## config.mk

```make
export PLATFORM = sky130hd
export DESIGN_NAME = ofalu_stall_ctrl_flat
export DESIGN_NICKNAME = d
export VERILOG_FILES = /design/src/rtl/ofalu_stall_ctrl_pkg.sv /design/src/rtl/ofalu_stall_ctrl_if.sv /design/src/rtl/ofalu_stall_ctrl_mc_stall_counter.sv /design/src/rtl/ofalu_stall_ctrl.sv /design/src/flat_wrapper.sv
export SDC_FILE = /design/constraint.sdc
export NUM_CORES = 1
export LEC_CHECK = 0
export CAP_MARGIN = 20
export CORE_UTILIZATION = 35
export CTS_CLUSTER_SIZE = 14
export DETAILED_ROUTE_END_ITERATION = 7
export HOLD_SLACK_MARGIN = 0.1
export PLACE_DENSITY = 0.67
export RECOVER_POWER = 100
export SYNTH_ARGS = -nofsm -noshare
export SYNTH_HDL_FRONTEND = slang
export SYNTH_SLANG_ARGS = --single-unit
```

## constraint.sdc

```tcl
create_clock -name clk -period 1.8 [get_ports clk]
set_input_delay 0.36 -clock clk [delete_from_list [all_inputs] [get_ports clk]]
set_output_delay 0.36 -clock clk [all_outputs]
set_load 0.01 [all_outputs]
```

## src/rtl/ofalu_stall_ctrl_pkg.sv

```systemverilog
//============================================================================
// Module      : simplerisc_pipe_pkg
// Description : Shared types and helpers for the OF/ALU interlock controller.
// Revision    : 1.0  initial release
//============================================================================
`default_nettype none

package simplerisc_pipe_pkg;

  // Architectural register index width
  localparam int REG_W    = 5;
  // Width of the multi-cycle stall down-counter (MC_LATENCY up to 15)
  localparam int MC_CNT_W = 4;

  typedef enum logic [0:0] {
    RUN     = 1'b0,
    MC_WAIT = 1'b1
  } ctrl_state_t;

  // True when a source operand that is actually read matches a destination.
  // Register 0 is treated like any other register.
  function automatic logic raw_match(input logic [REG_W-1:0] rp,
                                     input logic             uses,
                                     input logic [REG_W-1:0] rd);
    return uses & (rp == rd);
  endfunction

endpackage

`default_nettype wire

```

## src/rtl/ofalu_stall_ctrl_if.sv

```systemverilog
//============================================================================
// Module      : ofalu_stall_ctrl_if
// Description : Pipeline-status inputs and interlock controls exchanged
//               between the pipeline datapath and the stall controller.
// Revision    : 1.0  initial release
//============================================================================
`default_nettype none

interface ofalu_stall_ctrl_if
  import simplerisc_pipe_pkg::*;
#(
  parameter int CNT_W = 16
);

  // OF-stage operand usage
  logic             valid_of;
  logic [REG_W-1:0] rp1_of;
  logic             uses_rp1_of;
  logic [REG_W-1:0] rp2_of;
  logic             uses_rp2_of;
  // ALU-stage instruction attributes
  logic             valid_alu;
  logic [REG_W-1:0] rd_alu;
  logic             is_ld_alu;
  logic             is_wb_alu;
  logic             mc_op_alu;
  logic             branch_taken_alu;
  // Interlock controls
  logic             stall_ifof;
  logic             stall_ofalu;
  logic             bubble_ofalu;
  logic             bubble_alu_ma;
  logic             flush_ifof;
  logic             flush_ofalu;
  logic             mc_busy;
  logic             mc_done;
  logic [CNT_W-1:0] stall_cycles;

  // Pipeline side: reports stage status, consumes interlock controls
  modport master (
    output valid_of, rp1_of, uses_rp1_of, rp2_of, uses_rp2_of,
    output valid_alu, rd_alu, is_ld_alu, is_wb_alu, mc_op_alu, branch_taken_alu,
    input  stall_ifof, stall_ofalu, bubble_ofalu, bubble_alu_ma,
    input  flush_ifof, flush_ofalu, mc_busy, mc_done, stall_cycles
  );

  // Controller side
  modport slave (
    input  valid_of, rp1_of, uses_rp1_of, rp2_of, uses_rp2_of,
    input  valid_alu, rd_alu, is_ld_alu, is_wb_alu, mc_op_alu, branch_taken_alu,
    output stall_ifof, stall_ofalu, bubble_ofalu, bubble_alu_ma,
    output flush_ifof, flush_ofalu, mc_busy, mc_done, stall_cycles
  );

endinterface

`default_nettype wire

```

## src/rtl/ofalu_stall_ctrl_mc_stall_counter.sv

```systemverilog
//============================================================================
// Module      : mc_stall_counter
// Description : Loadable down-counter timing the multi-cycle ALU stall.
// Revision    : 1.0  initial release
//============================================================================
`default_nettype none

module mc_stall_counter
  import simplerisc_pipe_pkg::*;
(
  input  logic                clk,
  input  logic                rst,
  input  logic                i_load,
  input  logic [MC_CNT_W-1:0] i_load_val,
  input  logic                i_en,
  output logic [MC_CNT_W-1:0] o_cnt,
  output logic                o_last
);

  logic [MC_CNT_W-1:0] r_cnt;

  // Load takes precedence over decrement
  always_ff @(posedge clk or posedge rst) begin
    if (rst) begin
      r_cnt <= '0;
    end else if (i_load) begin
      r_cnt <= i_load_val;
    end else if (i_en) begin
      r_cnt <= r_cnt - 1'b1;
    end
  end

  assign o_cnt  = r_cnt;
  assign o_last = (r_cnt == MC_CNT_W'(1));

endmodule

`default_nettype wire

```

## src/rtl/ofalu_stall_ctrl.sv

```systemverilog
//============================================================================
// Module      : ofalu_stall_ctrl
// Description : OF/ALU pipeline interlock: load-use bubbles, multi-cycle
//               ALU freeze, taken-branch squash and a stall-cycle counter.
// Revision    : 1.0  initial release
//============================================================================
`default_nettype none

module ofalu_stall_ctrl
  import simplerisc_pipe_pkg::*;
#(
  parameter int MC_LATENCY = 4,
  parameter int CNT_W      = 16
)(
  input  logic               clk,
  input  logic               rst,
  ofalu_stall_ctrl_if.slave  bus
);

  // Cycles remaining after the trigger cycle itself
  localparam logic [MC_CNT_W-1:0] c_mc_load = MC_CNT_W'(MC_LATENCY - 1);

  ctrl_state_t         r_state;
  ctrl_state_t         w_state_nxt;
  logic                r_mc_done;
  logic [CNT_W-1:0]    r_stall_cycles;

  logic                w_luh;
  logic                w_br;
  logic                w_mc_trig;
  logic                w_cnt_load;
  logic                w_cnt_en;
  logic [MC_CNT_W-1:0] w_cnt;
  logic                w_cnt_last;
  logic                w_mc_release;

  logic                w_stall_ifof;
  logic                w_stall_ofalu;
  logic                w_bubble_ofalu;
  logic                w_bubble_alu_ma;
  logic                w_flush_ifof;
  logic                w_flush_ofalu;
  logic                w_mc_busy;

  // Hazard and trigger qualification from the current stage contents
  always_comb begin
    w_luh = bus.valid_alu & bus.is_ld_alu & bus.is_wb_alu & bus.valid_of &
            (raw_match(bus.rp1_of, bus.uses_rp1_of, bus.rd_alu) |
             raw_match(bus.rp2_of, bus.uses_rp2_of, bus.rd_alu));
    w_br  = bus.branch_taken_alu & bus.valid_alu;
    // mc_done masks the op that just finished, still sitting in ALU
    w_mc_trig = bus.mc_op_alu & bus.valid_alu & ~r_mc_done;
  end

  mc_stall_counter u_mc_cnt (
    .clk        (clk),
    .rst        (rst),
    .i_load     (w_cnt_load),
    .i_load_val (c_mc_load),
    .i_en       (w_cnt_en),
    .o_cnt      (w_cnt),
    .o_last     (w_cnt_last)
  );

  // State register
  always_ff @(posedge clk or posedge rst) begin
    if (rst) begin
      r_state <= RUN;
    end else begin
      r_state <= w_state_nxt;
    end
  end

  // Next-state and counter control; a taken branch outranks a multi-cycle start
  always_comb begin
    w_state_nxt = r_state;
    w_cnt_load  = 1'b0;
    w_cnt_en    = 1'b0;
    case (r_state)
      RUN: begin
        if (!w_br && w_mc_trig) begin
          w_cnt_load  = 1'b1;
          w_state_nxt = MC_WAIT;
        end
      end
      MC_WAIT: begin
        // Never decrement past zero
        w_cnt_en = (w_cnt != '0);
        if (w_cnt_last) begin
          w_state_nxt = RUN;
        end
      end
      default: w_state_nxt = RUN;
    endcase
  end

  assign w_mc_release = (r_state == MC_WAIT) & w_cnt_last;

  // Interlock outputs; all forced low while reset is asserted
  always_comb begin
    w_stall_ifof    = 1'b0;
    w_stall_ofalu   = 1'b0;
    w_bubble_ofalu  = 1'b0;
    w_bubble_alu_ma = 1'b0;
    w_flush_ifof    = 1'b0;
    w_flush_ofalu   = 1'b0;
    w_mc_busy       = 1'b0;
    if (!rst) begin
      case (r_state)
        RUN: begin
          if (w_br) begin
            w_flush_ifof  = 1'b1;
            w_flush_ofalu = 1'b1;
          end else if (w_mc_trig) begin
            w_stall_ifof    = 1'b1;
            w_stall_ofalu   = 1'b1;
            w_bubble_alu_ma = 1'b1;
            w_mc_busy       = 1'b1;
          end else if (w_luh) begin
            w_stall_ifof   = 1'b1;
            w_bubble_ofalu = 1'b1;
          end
        end
        MC_WAIT: begin
          w_stall_ifof    = 1'b1;
          w_stall_ofalu   = 1'b1;
          w_bubble_alu_ma = 1'b1;
          w_mc_busy       = 1'b1;
        end
        default: ;
      endcase
    end
  end

  // One-cycle release pulse for the first RUN cycle after MC_WAIT
  always_ff @(posedge clk or posedge rst) begin
    if (rst) begin
      r_mc_done <= 1'b0;
    end else begin
      r_mc_done <= w_mc_release;
    end
  end

  // Saturating count of front-end stall cycles
  always_ff @(posedge clk or posedge rst) begin
    if (rst) begin
      r_stall_cycles <= '0;
    end else if (w_stall_ifof && !(&r_stall_cycles)) begin
      r_stall_cycles <= r_stall_cycles + 1'b1;
    end
  end

  assign bus.stall_ifof    = w_stall_ifof;
  assign bus.stall_ofalu   = w_stall_ofalu;
  assign bus.bubble_ofalu  = w_bubble_ofalu;
  assign bus.bubble_alu_ma = w_bubble_alu_ma;
  assign bus.flush_ifof    = w_flush_ifof;
  assign bus.flush_ofalu   = w_flush_ofalu;
  assign bus.mc_busy       = w_mc_busy;
  assign bus.mc_done       = r_mc_done;
  assign bus.stall_cycles  = r_stall_cycles;

endmodule

`default_nettype wire

```

## src/flat_wrapper.sv

```systemverilog
// flat-port wrapper written by rule: the top's interface ports become plain ports
module ofalu_stall_ctrl_flat import simplerisc_pipe_pkg::*;
#(
  parameter int MC_LATENCY = 4,
  parameter int CNT_W      = 16
)
  (clk, rst, bus_valid_of, bus_rp1_of, bus_uses_rp1_of, bus_rp2_of, bus_uses_rp2_of, bus_valid_alu, bus_rd_alu, bus_is_ld_alu, bus_is_wb_alu, bus_mc_op_alu, bus_branch_taken_alu, bus_stall_ifof, bus_stall_ofalu, bus_bubble_ofalu, bus_bubble_alu_ma, bus_flush_ifof, bus_flush_ofalu, bus_mc_busy, bus_mc_done, bus_stall_cycles);
  ofalu_stall_ctrl_if #(.CNT_W(CNT_W)) bus_i ();
  input  logic clk;
  input  logic rst;
  input wire logic [$bits(bus_i.valid_of)-1:0] bus_valid_of;
  input wire logic [$bits(bus_i.rp1_of)-1:0] bus_rp1_of;
  input wire logic [$bits(bus_i.uses_rp1_of)-1:0] bus_uses_rp1_of;
  input wire logic [$bits(bus_i.rp2_of)-1:0] bus_rp2_of;
  input wire logic [$bits(bus_i.uses_rp2_of)-1:0] bus_uses_rp2_of;
  input wire logic [$bits(bus_i.valid_alu)-1:0] bus_valid_alu;
  input wire logic [$bits(bus_i.rd_alu)-1:0] bus_rd_alu;
  input wire logic [$bits(bus_i.is_ld_alu)-1:0] bus_is_ld_alu;
  input wire logic [$bits(bus_i.is_wb_alu)-1:0] bus_is_wb_alu;
  input wire logic [$bits(bus_i.mc_op_alu)-1:0] bus_mc_op_alu;
  input wire logic [$bits(bus_i.branch_taken_alu)-1:0] bus_branch_taken_alu;
  output wire logic [$bits(bus_i.stall_ifof)-1:0] bus_stall_ifof;
  output wire logic [$bits(bus_i.stall_ofalu)-1:0] bus_stall_ofalu;
  output wire logic [$bits(bus_i.bubble_ofalu)-1:0] bus_bubble_ofalu;
  output wire logic [$bits(bus_i.bubble_alu_ma)-1:0] bus_bubble_alu_ma;
  output wire logic [$bits(bus_i.flush_ifof)-1:0] bus_flush_ifof;
  output wire logic [$bits(bus_i.flush_ofalu)-1:0] bus_flush_ofalu;
  output wire logic [$bits(bus_i.mc_busy)-1:0] bus_mc_busy;
  output wire logic [$bits(bus_i.mc_done)-1:0] bus_mc_done;
  output wire logic [$bits(bus_i.stall_cycles)-1:0] bus_stall_cycles;
  assign bus_i.valid_of = bus_valid_of;
  assign bus_i.rp1_of = bus_rp1_of;
  assign bus_i.uses_rp1_of = bus_uses_rp1_of;
  assign bus_i.rp2_of = bus_rp2_of;
  assign bus_i.uses_rp2_of = bus_uses_rp2_of;
  assign bus_i.valid_alu = bus_valid_alu;
  assign bus_i.rd_alu = bus_rd_alu;
  assign bus_i.is_ld_alu = bus_is_ld_alu;
  assign bus_i.is_wb_alu = bus_is_wb_alu;
  assign bus_i.mc_op_alu = bus_mc_op_alu;
  assign bus_i.branch_taken_alu = bus_branch_taken_alu;
  assign bus_stall_ifof = bus_i.stall_ifof;
  assign bus_stall_ofalu = bus_i.stall_ofalu;
  assign bus_bubble_ofalu = bus_i.bubble_ofalu;
  assign bus_bubble_alu_ma = bus_i.bubble_alu_ma;
  assign bus_flush_ifof = bus_i.flush_ifof;
  assign bus_flush_ofalu = bus_i.flush_ofalu;
  assign bus_mc_busy = bus_i.mc_busy;
  assign bus_mc_done = bus_i.mc_done;
  assign bus_stall_cycles = bus_i.stall_cycles;
  ofalu_stall_ctrl #(.MC_LATENCY(MC_LATENCY), .CNT_W(CNT_W)) u_core (.clk(clk), .rst(rst), .bus(bus_i));
endmodule
```

==> impl_metrics.py, run 1 <==
metrics = {
    "cells_and_area": {
        "ff_latch_area_um2": 552,
        "drive_gt1_share_pct": 41.3,
        "area_growth_pct": 66.2,
        "antenna_cells": 0,
        "fin_cells": 261,
        "num-nets-final": 243,
        "fin_util_pct": 61.5,
        "multiInputGateArea_um2": 933,
        "fillCellCount": 318,
    },
    "placed_design": {
        "pre_cts_ws_ns": -0.782,
        "dp.cells": 248,
        "port_buffers": 48,
        "gp_congestion": 0.787,
        "dp_hpwl_um": 2700,
    },
    "synth": {
        "synth_edf_count": 0,
        "synth_cell_types": 36,
        "synth_warnings": 0,
        "ys_seq_area_share_pct": 40.0,
        "ys_async_sr_fraction_pct": 100,
        "syn_nets": 165,
        "yosysMostFrequentCell": "dfrtp_1",
        "synthCells": 136,
        "synth.avg_cell_area_um2": 10.1,
        "yosysTopAreaCell": "dfrtp_1",
        "ys_ff_latch": 22,
        "netlist_area_mm2": 0.00138,
        "synthFlopType": "dfrtp_1",
        "synth_common_cells": "22 x dfrtp_1, 21 x xor2_1, 9 x a211oi_1, 9 x inv_1, 9 x nor2_1",
        "synth_area_leaders": "dfrtp_1 40%, xor2_1 13%, a211oi_1 4.9%",
        "yosysTopAreaCellShare_pct": 40.0,
    },
    "cts": {
        "numClockSinks": 22,
        "clock_latency_ns": 0.26,
        "h-tree-depth": 1,
        "clk_path_buf_depth": 2,
        "root_buffer": "clkbuf_8",
        "cts.reportedPaths.clkPinSlew_ns": 0.08,
        "cts_tree": "yes",
        "cts_buffers": 3,
    },
    "drt": {
        "wl_per_cell_um": 14.6,
        "first_pass_iters": 4,
        "drc": 0,
        "num_vias": 1342,
        "antenna_left": 0,
        "routed_wl_um": 3800,
        "drt_iter0_drc": 51,
        "routed_via_density": 5.14,
    },
    "worst_setup_path": {
        "worstPathMaxFanout": 4,
        "crit_required_ns": 1.93,
        "ff2ff_setup_slack_ns": -0.13,
        "endpoint_kind": "flop",
        "worstSetupPathType": "flop to flop",
        "arrival_ns": 2.06,
        "critPathLaunchType": "flop",
    },
    "floorplanning": {
        "initial_core_util_pct": 37.0,
        "die_w_um": 64.7,
        "num_io_pins": 49,
        "rows": 22,
        "die_height_um": 64.7,
        "coreArea_mm2": 0.00372,
        "die-area_mm2": 0.00418,
    },
    "power_and_ir_drop": {
        "powerDensity_mw_per_mm2": 968,
        "p_total_w": 0.00221,
        "leakage_nw": 1.02,
        "ir_drop_mv": 0.609,
    },
    "sta": {
        "setup_viol": 17,
        "finalClockSkew_ns": 0.00218,
        "hold_violations": 0,
        "worst_slack_ns": -0.127,
        "finalCritPeriodShare_pct": 107,
        "holdWs_ns": 0.506,
        "layout_min_cycle_time_ns": 1.93,
        "worst_pin_slew_ns": 0.543,
        "drv_slew": 0,
        "relSlewSlack_pct": 63.8,
        "maxClockFrequency_mhz": 519,
        "rsz0062_at_grt": "true",
    },
    "global_routing": {
        "grt_max_degree": 23,
        "grt_pass1_vias": 1365,
        "grt.overflow.total": 0,
        "grt_usage_pct": 18.9,
        "grt_pass1_wl_um": 6110,
        "grt_antenna_before_repair": 0,
    },
    "outcome": {
        "status": "finished, violations left",
        "violations": "negative setup slack",
    },
    "min_path": {
        "hold_class": "flop to flop",
    },
    "run": {
        "drv_cap": 0,
    },
}
-- worst max-delay path: stages (launching register included) --
cell      delay [ns]
dfrtp_1         0.36
ha_2            0.21
nand4_1         0.13
or4_4           0.50
o21ai_4         0.21
buf_4           0.16
a211oi_1        0.06
xor2_1          0.16
-- cells in the final DEF, fill, tap and decap left out, drive strengths merged, types with 5 or more instances in the layout --
| cell type | netlist | final |
|---|---|---|
| buf | 4 | 43 |
| dfrtp | 22 | 22 |
| xor2 | 21 | 21 |
| clkdlybuf4s50 | 0 | 16 |
| dlygate4sd2 | 0 | 13 |
| nor2 | 10 | 10 |
| a211oi | 9 | 9 |
| inv | 9 | 8 |
| nand2 | 8 | 8 |
| nand4 | 7 | 7 |
| clkbuf | 2 | 7 |
| xnor2 | 5 | 5 |
| nor4 | 5 | 5 |
-- report_power, final --
group | internal (W) | total [W] | switching (W)
sequential | 0.000636 | 0.000761 | 0.000126
clock | 0.000195 | 0.000351 | 0.000156
combinational | 0.000567 | 0.00110 | 0.000532
-- metrics by stage --
step,instance area (um2),TNS [ns]
after floorplan,1390,-0.721
after global placement,2060,-10.91
after detailed placement,2060,-12.23
after CTS,2210,-0.950
after global routing,2280,-2.51
final,2280,-1.28
-- layout make-up --
type / instances / share of cell area [%]
Multi-Input combinational cell: 99 / 40.9
Inverter: 9 / 1.64
Clock buffer: 4 / 2.41
Timing Repair Buffer: 79 / 28.3
Tap cell: 48 / 2.63
Sequential cell: 22 / 24.2
-- timing repair --
action	CTS	global route
pin swaps	22	14
buffers inserted	6	3
hold buffers	0	0
resized for setup	92	19
setup endpoints to repair	23	24
-- layer usage --
metal / GRT usage, % / part of all wire [%]
met3: 3.52 / 7.3
met5: 0 / 0
met4: 7.50 / 1.9
met1: 20.9 / 40
met2: 35.4 / 50
-- logic make-up (layout without fill, tap and decap cells) --
group | Yosys count | count (layout) | share of synthesized area, %
and+or+nand+nor | 44 | 44 | 17.6
xor gates and xnor gates | 26 | 26 | 16.6
AOI/OAI and AO/OA | 23 | 23 | 15.3
DFF | 22 | 22 | 40.0
buffers and inverters | 15 | 92 | 5.00
adders and majority gates | 4 | 4 | 3.64
muxes | 2 | 2 | 1.91
-- registers in the layout (all words and copies together), names as in the netlist --
| name | flops |
|---|---|
| u_core.bus.mc_done | 1 |
| u_core.bus.stall_cycles | 16 |
| u_core.r_state | 1 |
| u_core.u_mc_cnt.o_cnt | 4 |
-- path summary, 6_finish.rpt --
check,cells past startpoint,endpoint,from
min in group asynchronous,4,u_core.bus.stall_cycles[10]$_DFFE_PP0P_,rst
max in group asynchronous,4,u_core.bus.stall_cycles[4]$_DFFE_PP0P_,rst
worst min register to register,1,u_core.bus.stall_cycles[15]$_DFFE_PP0P_,u_core.bus.stall_cycles[15]$_DFFE_PP0P_
worst min-delay path,1,u_core.bus.stall_cycles[15]$_DFFE_PP0P_,u_core.bus.stall_cycles[15]$_DFFE_PP0P_
worst max-delay path,7,u_core.bus.stall_cycles[2]$_DFFE_PP0P_,u_core.bus.stall_cycles[0]$_DFFE_PP0P_
worst max register to register,7,u_core.bus.stall_cycles[2]$_DFFE_PP0P_,u_core.bus.stall_cycles[0]$_DFFE_PP0P_
No activity file was read; power rests on OpenSTA's default activity.
==> inputs of run 2 (changes only) <==
--- a/config.mk
+++ b/config.mk
@@ -10,7 +10,7 @@
 export CTS_CLUSTER_SIZE = 14
 export DETAILED_ROUTE_END_ITERATION = 7
 export HOLD_SLACK_MARGIN = 0.1
-export PLACE_DENSITY = 0.67
+export PLACE_DENSITY = 0.65
 export RECOVER_POWER = 100
 export SYNTH_ARGS = -nofsm -noshare
 export SYNTH_HDL_FRONTEND = slang
==> impl_metrics.py, run 2 (same netlist as run 1, synthesis figures left out) <==
metrics = {
    "cts": {
        "clock_latency_ns": 0.26,
        "cts.reportedPaths.clkPinSlew_ns": 0.08,
        "cts_buffers": 3,
        "clk_path_buf_depth": 2,
        "root_buffer": "clkbuf_8",
        "cts_hold_buf": 0,
        "h-tree-depth": 1,
        "numClockSinks": 22,
        "cts_tree": "yes",
    },
    "sta": {
        "tns_ns": -1.61,
        "hold_violations": 0,
        "maxClockFrequency_mhz": 511,
        "drv_slew": 0,
        "rsz0062_at_grt": "true",
        "worst_slack_ns": -0.157,
        "relSlewSlack_pct": 68.0,
        "finalCritPeriodShare_pct": 109,
        "holdWs_ns": 0.519,
        "layout_min_cycle_time_ns": 1.96,
        "setup_viol": 19,
        "worst_pin_slew_ns": 0.481,
        "finalClockSkew_ns": 0.0126,
    },
    "global_routing": {
        "grt_usage_pct": 20.4,
        "grt_antenna_before_repair": 0,
        "grt_pass1_vias": 1431,
        "grt_max_degree": 17,
        "grt.overflow.total": 0,
        "grt_pass1_wl_um": 6520,
    },
    "outcome": {
        "status": "finished, violations left",
        "violations": "negative setup slack",
    },
    "drt": {
        "num_vias": 1403,
        "wl_per_cell_um": 16.2,
        "routed_wl_um": 4380,
        "drt_iter0_drc": 49,
        "drc": 0,
        "antenna_left": 0,
        "first_pass_iters": 4,
        "routed_via_density": 5.20,
    },
    "worst_setup_path": {
        "crit_required_ns": 1.95,
        "endpoint_kind": "flop",
        "critPathLaunchType": "flop",
        "worstPathMaxFanout": 4,
        "arrival_ns": 2.10,
        "worstSetupPathType": "flop to flop",
    },
    "power_and_ir_drop": {
        "powerDensity_mw_per_mm2": 924,
        "ir_drop_mv": 0.586,
        "leakage_nw": 1.05,
        "p_total_w": 0.00222,
    },
    "cells_and_area": {
        "fin_cells": 270,
        "drive_gt1_share_pct": 45.0,
        "largest_reg_flops": 16,
        "layout_commonest_cell": "buf_4",
        "num-nets-final": 253,
        "final_cell_mix": "32 x buf_4, 22 x dfrtp_1, 18 x xor2_1",
        "antenna_cells": 0,
        "area_growth_pct": 74.9,
    },
    "floorplanning": {
        "rows": 22,
        "initial_core_util_pct": 37.0,
        "num_io_pins": 49,
        "die_w_um": 64.7,
        "coreArea_mm2": 0.00372,
        "die_height_um": 64.7,
        "die-area_mm2": 0.00418,
    },
    "min_path": {
        "hold_class": "flop to flop",
    },
    "placed_design": {
        "gp_congestion": 0.777,
        "port_buffers": 48,
        "dp.cells": 252,
        "dp_hpwl_um": 2960,
    },
    "run": {
        "drv_cap": 0,
    },
}
[run 2: cell count changes in the layout (fill, tap and decap cells not counted), moves of 2 or more]
cell,previous run,this run
buf_4,29,32
buf_12,0,2
xor2_1,16,18
xor2_2,5,3
a211oi_1,5,0
a211oi_2,4,8
dlymetal6s2s_1,2,0
clkdlybuf4s15_2,0,2
[run 2: final timing paths]
path,start,to,slack (ns),cells after the start
worst max-delay path,u_core.bus.stall_cycles[0]$_DFFE_PP0P_,u_core.bus.stall_cycles[9]$_DFFE_PP0P_,-0.16,7
worst min-delay path,u_core.bus.stall_cycles[15]$_DFFE_PP0P_,u_core.bus.stall_cycles[15]$_DFFE_PP0P_,0.52,1
worst min register to register,u_core.bus.stall_cycles[15]$_DFFE_PP0P_,u_core.bus.stall_cycles[15]$_DFFE_PP0P_,0.52,1
worst max register to register,u_core.bus.stall_cycles[0]$_DFFE_PP0P_,u_core.bus.stall_cycles[9]$_DFFE_PP0P_,-0.16,7
min in group asynchronous,rst,u_core.bus.stall_cycles[8]$_DFFE_PP0P_,1.11,5
max in group asynchronous,rst,u_core.bus.stall_cycles[14]$_DFFE_PP0P_,0.34,5
[run 2: final cells by class]
cell class / instances / area [um2]
inverters: 9 / 37.5
repair buffers: 89 / 756
clock buffers: 3 / 41.3
multi-input cells: 99 / 960
fillers: 295 / 1310
well taps: 48 / 60.1
flip-flops and latches: 22 / 551
[run 2: power by group]
part | total, W | switching (W) | leakage [nW] | internal, W
Combinational | 0.00117 | 0.000585 | 0.753 | 0.000581
Sequential | 0.000754 | 0.000121 | 0.274 | 0.000634
Clock | 0.000301 | 0.000152 | 0.0216 | 0.000149
[run 2: metrics by stage]
stage	worst slack [ns]	cell area, um2	utilization (%)
5_1_grt	-0.233	2400	64.7
4_1_cts	-0.101	2280	61.4
3_5_place_dp	-0.884	2090	56.1
2_1_floorplan	-0.159	1390	-
3_3_place_gp	-0.729	2090	56.1
6_report	-0.157	2400	64.7
[run 2: repair_timing]
item                                    4_1_cts  5_1_grt
endpoints found under the setup margin       23       22
pin swaps                                    38       21
buffers inserted                              7        8
resized for setup                           100       20
[run 2: critical path, cell delays in order, from the launching register on]
cell and delay, ns:
dfrtp_1 0.37, ha_2 0.20, nand4_1 0.13, or4_4 0.49, o211ai_1 0.25, buf_4 0.18, a211oi_2 0.04, xor2_1 0.16
[run 2: layer usage]
metal  GRT usage, %  up-vias  share of wire, %
met4           5.56        0               2.0
met2           39.9       36                56
met1           22.0      699                40
li1               -      656                 -
met3           3.87       12               2.1
met5              0        -                 0
==> inputs of run 3 (changes only) <==
--- a/config.mk
+++ b/config.mk
@@ -9,8 +9,9 @@
 export CORE_UTILIZATION = 35
 export CTS_CLUSTER_SIZE = 14
 export DETAILED_ROUTE_END_ITERATION = 7
+export DONT_BUFFER_PORTS = 1
 export HOLD_SLACK_MARGIN = 0.1
-export PLACE_DENSITY = 0.65
+export PLACE_DENSITY = 0.49
 export RECOVER_POWER = 100
 export SYNTH_ARGS = -nofsm -noshare
 export SYNTH_HDL_FRONTEND = slang
==> impl_metrics.py, run 3 (same netlist as run 1, synthesis figures left out) <==
metrics = {
    "drt": {
        "routed_via_density": 5.11,
        "drc": 0,
        "routed_wl_um": 3150,
        "first_pass_iters": 4,
        "num_vias": 1109,
        "drt_iter0_drc": 57,
        "wl_per_cell_um": 14.5,
        "antenna_left": 0,
    },
    "cts": {
        "cts_buffers": 3,
        "clk_path_buf_depth": 2,
        "root_buffer": "clkbuf_8",
        "clock_latency_ns": 0.26,
        "cts.reportedPaths.clkPinSlew_ns": 0.08,
        "numClockSinks": 22,
        "cts_tree": "yes",
        "h-tree-depth": 1,
    },
    "power_and_ir_drop": {
        "power_switching_w": 0.000761,
        "p_sw_share_pct": 37.2,
        "p_int_w": 0.00129,
        "powerDensity_mw_per_mm2": 1140,
        "seqPwrFrac_pct": 37.1,
        "comb_power_share_pct": 45.2,
        "clock_power_share_pct": 17.7,
        "leakage_nw": 0.786,
        "ir_drop_mv": 0.589,
    },
    "worst_setup_path": {
        "crit_required_ns": 1.96,
        "arrival_ns": 2.03,
        "worstSetupPathType": "flop to flop",
        "critPathLaunchType": "flop",
        "worstPathMaxFanout": 4,
        "endpoint_kind": "flop",
    },
    "sta": {
        "setup_viol": 17,
        "layout_min_cycle_time_ns": 1.87,
        "finalCritPeriodShare_pct": 104,
        "rsz0062_at_grt": "true",
        "maxClockFrequency_mhz": 535,
        "finalClockSkew_ns": 0.00376,
        "hold_violations": 0,
        "relSlewSlack_pct": 43.8,
        "holdWs_ns": 0.273,
        "worst_pin_slew_ns": 0.842,
        "worst_slack_ns": -0.0687,
        "drv_slew": 0,
    },
    "cells_and_area": {
        "num-nets-final": 199,
        "drive_gt1_share_pct": 37.9,
        "area_growth_pct": 30.8,
        "largest_reg_flops": 16,
        "layout_commonest_cell": "buf_4",
        "antenna_cells": 0,
        "fin_util_pct": 48.4,
        "final_cell_mix": "29 x buf_4, 22 x dfrtp_1, 21 x xor2_1",
    },
    "floorplanning": {
        "die-area_mm2": 0.00418,
        "coreArea_mm2": 0.00372,
        "rows": 22,
        "num_io_pins": 49,
        "die_height_um": 64.7,
        "initial_core_util_pct": 37.0,
        "die_w_um": 64.7,
    },
    "placed_design": {
        "dp_hpwl_um": 2380,
        "gp_congestion": 0.770,
        "pre_cts_ws_ns": -0.0894,
        "port_buffers": 0,
    },
    "min_path": {
        "hold_class": "primary input to flop",
    },
    "global_routing": {
        "grt_pass1_wl_um": 5140,
        "grt.overflow.total": 0,
        "grt_max_degree": 16,
        "grt_antenna_before_repair": 0,
        "grt_pass1_vias": 1125,
        "grt_usage_pct": 15.8,
    },
    "outcome": {
        "violations": "negative setup slack",
        "status": "finished, violations left",
    },
    "run": {
        "drv_cap": 0,
    },
}
[run 3: worst max-delay path, cell delays in order, from the launching register on]
cell      delay, ns
dfrtp_1        0.37
ha_2           0.18
nand4_1        0.14
or4_4          0.49
a211oi_2       0.26
mux2_4         0.32
[run 3: area by class of cell]
type	count	area, um2
fill	358	1920
clock buffer	4	55.1
tap	48	60.1
inverter	9	37.5
sequential	22	551
multi-input combinational	99	827
timing repair buffer	35	269
[run 3: what timing repair did]
action,in CTS,in global routing
hold buffers,1,0
pin swaps,2,6
gates cloned,0,0
hold endpoints to repair,7,0
setup endpoints to repair,7,21
buffers inserted,5,3
resized for setup,6,12
[run 3: routing by layer]
metal	vias to the layer above	GRT usage, %	share of wire [%]	routed length, um
met3	4	4.05	4.4	140
met1	539	20.1	45	1410
met2	18	26.6	50	1570
met4	0	4.17	0.98	31
met5	-	0	0	0
li1	548	-	-	-
[run 3: path summary, 6_finish.rpt]
check,slack [ns],to,cells after the start,start
worst min register to register,0.55,u_core.u_mc_cnt.o_cnt[1]$_DFFE_PP0P_,2,u_core.u_mc_cnt.o_cnt[1]$_DFFE_PP0P_
max in group asynchronous,0.26,u_core.bus.stall_cycles[14]$_DFFE_PP0P_,3,rst
worst min-delay path,0.27,u_core.bus.stall_cycles[15]$_DFFE_PP0P_,2,rst
worst max register to register,-0.07,u_core.bus.stall_cycles[12]$_DFFE_PP0P_,5,u_core.bus.stall_cycles[0]$_DFFE_PP0P_
min in group asynchronous,0.52,u_core.bus.stall_cycles[9]$_DFFE_PP0P_,2,rst
worst max-delay path,-0.07,u_core.bus.stall_cycles[12]$_DFFE_PP0P_,5,u_core.bus.stall_cycles[0]$_DFFE_PP0P_
[run 3: power groups by stage]
stage / registers (W) / clock network, W / logic (W)
2_1_floorplan: 0.000805 / 0 / 0.000487
3_3_place_gp: 0.000765 / 0 / 0.000817
3_5_place_dp: 0.000768 / 0 / 0.000835
4_1_cts: 0.000758 / 0.000371 / 0.000892
5_1_grt: 0.000782 / 0.000390 / 0.00104
6_report: 0.000760 / 0.000363 / 0.000924
[run 3: through the flow]
stage | TNS [ns] | instance area, um2 | total power, W | instances
2_1_floorplan | -0.721 | 1390 | 0.00129 | 136
3_3_place_gp | -0.177 | 1610 | 0.00158 | 205
3_5_place_dp | -0.388 | 1610 | 0.00160 | 205
4_1_cts | -0.0616 | 1740 | 0.00202 | 215
5_1_grt | -2.00 | 1800 | 0.00221 | 217
6_report | -0.474 | 1800 | 0.00205 | 217
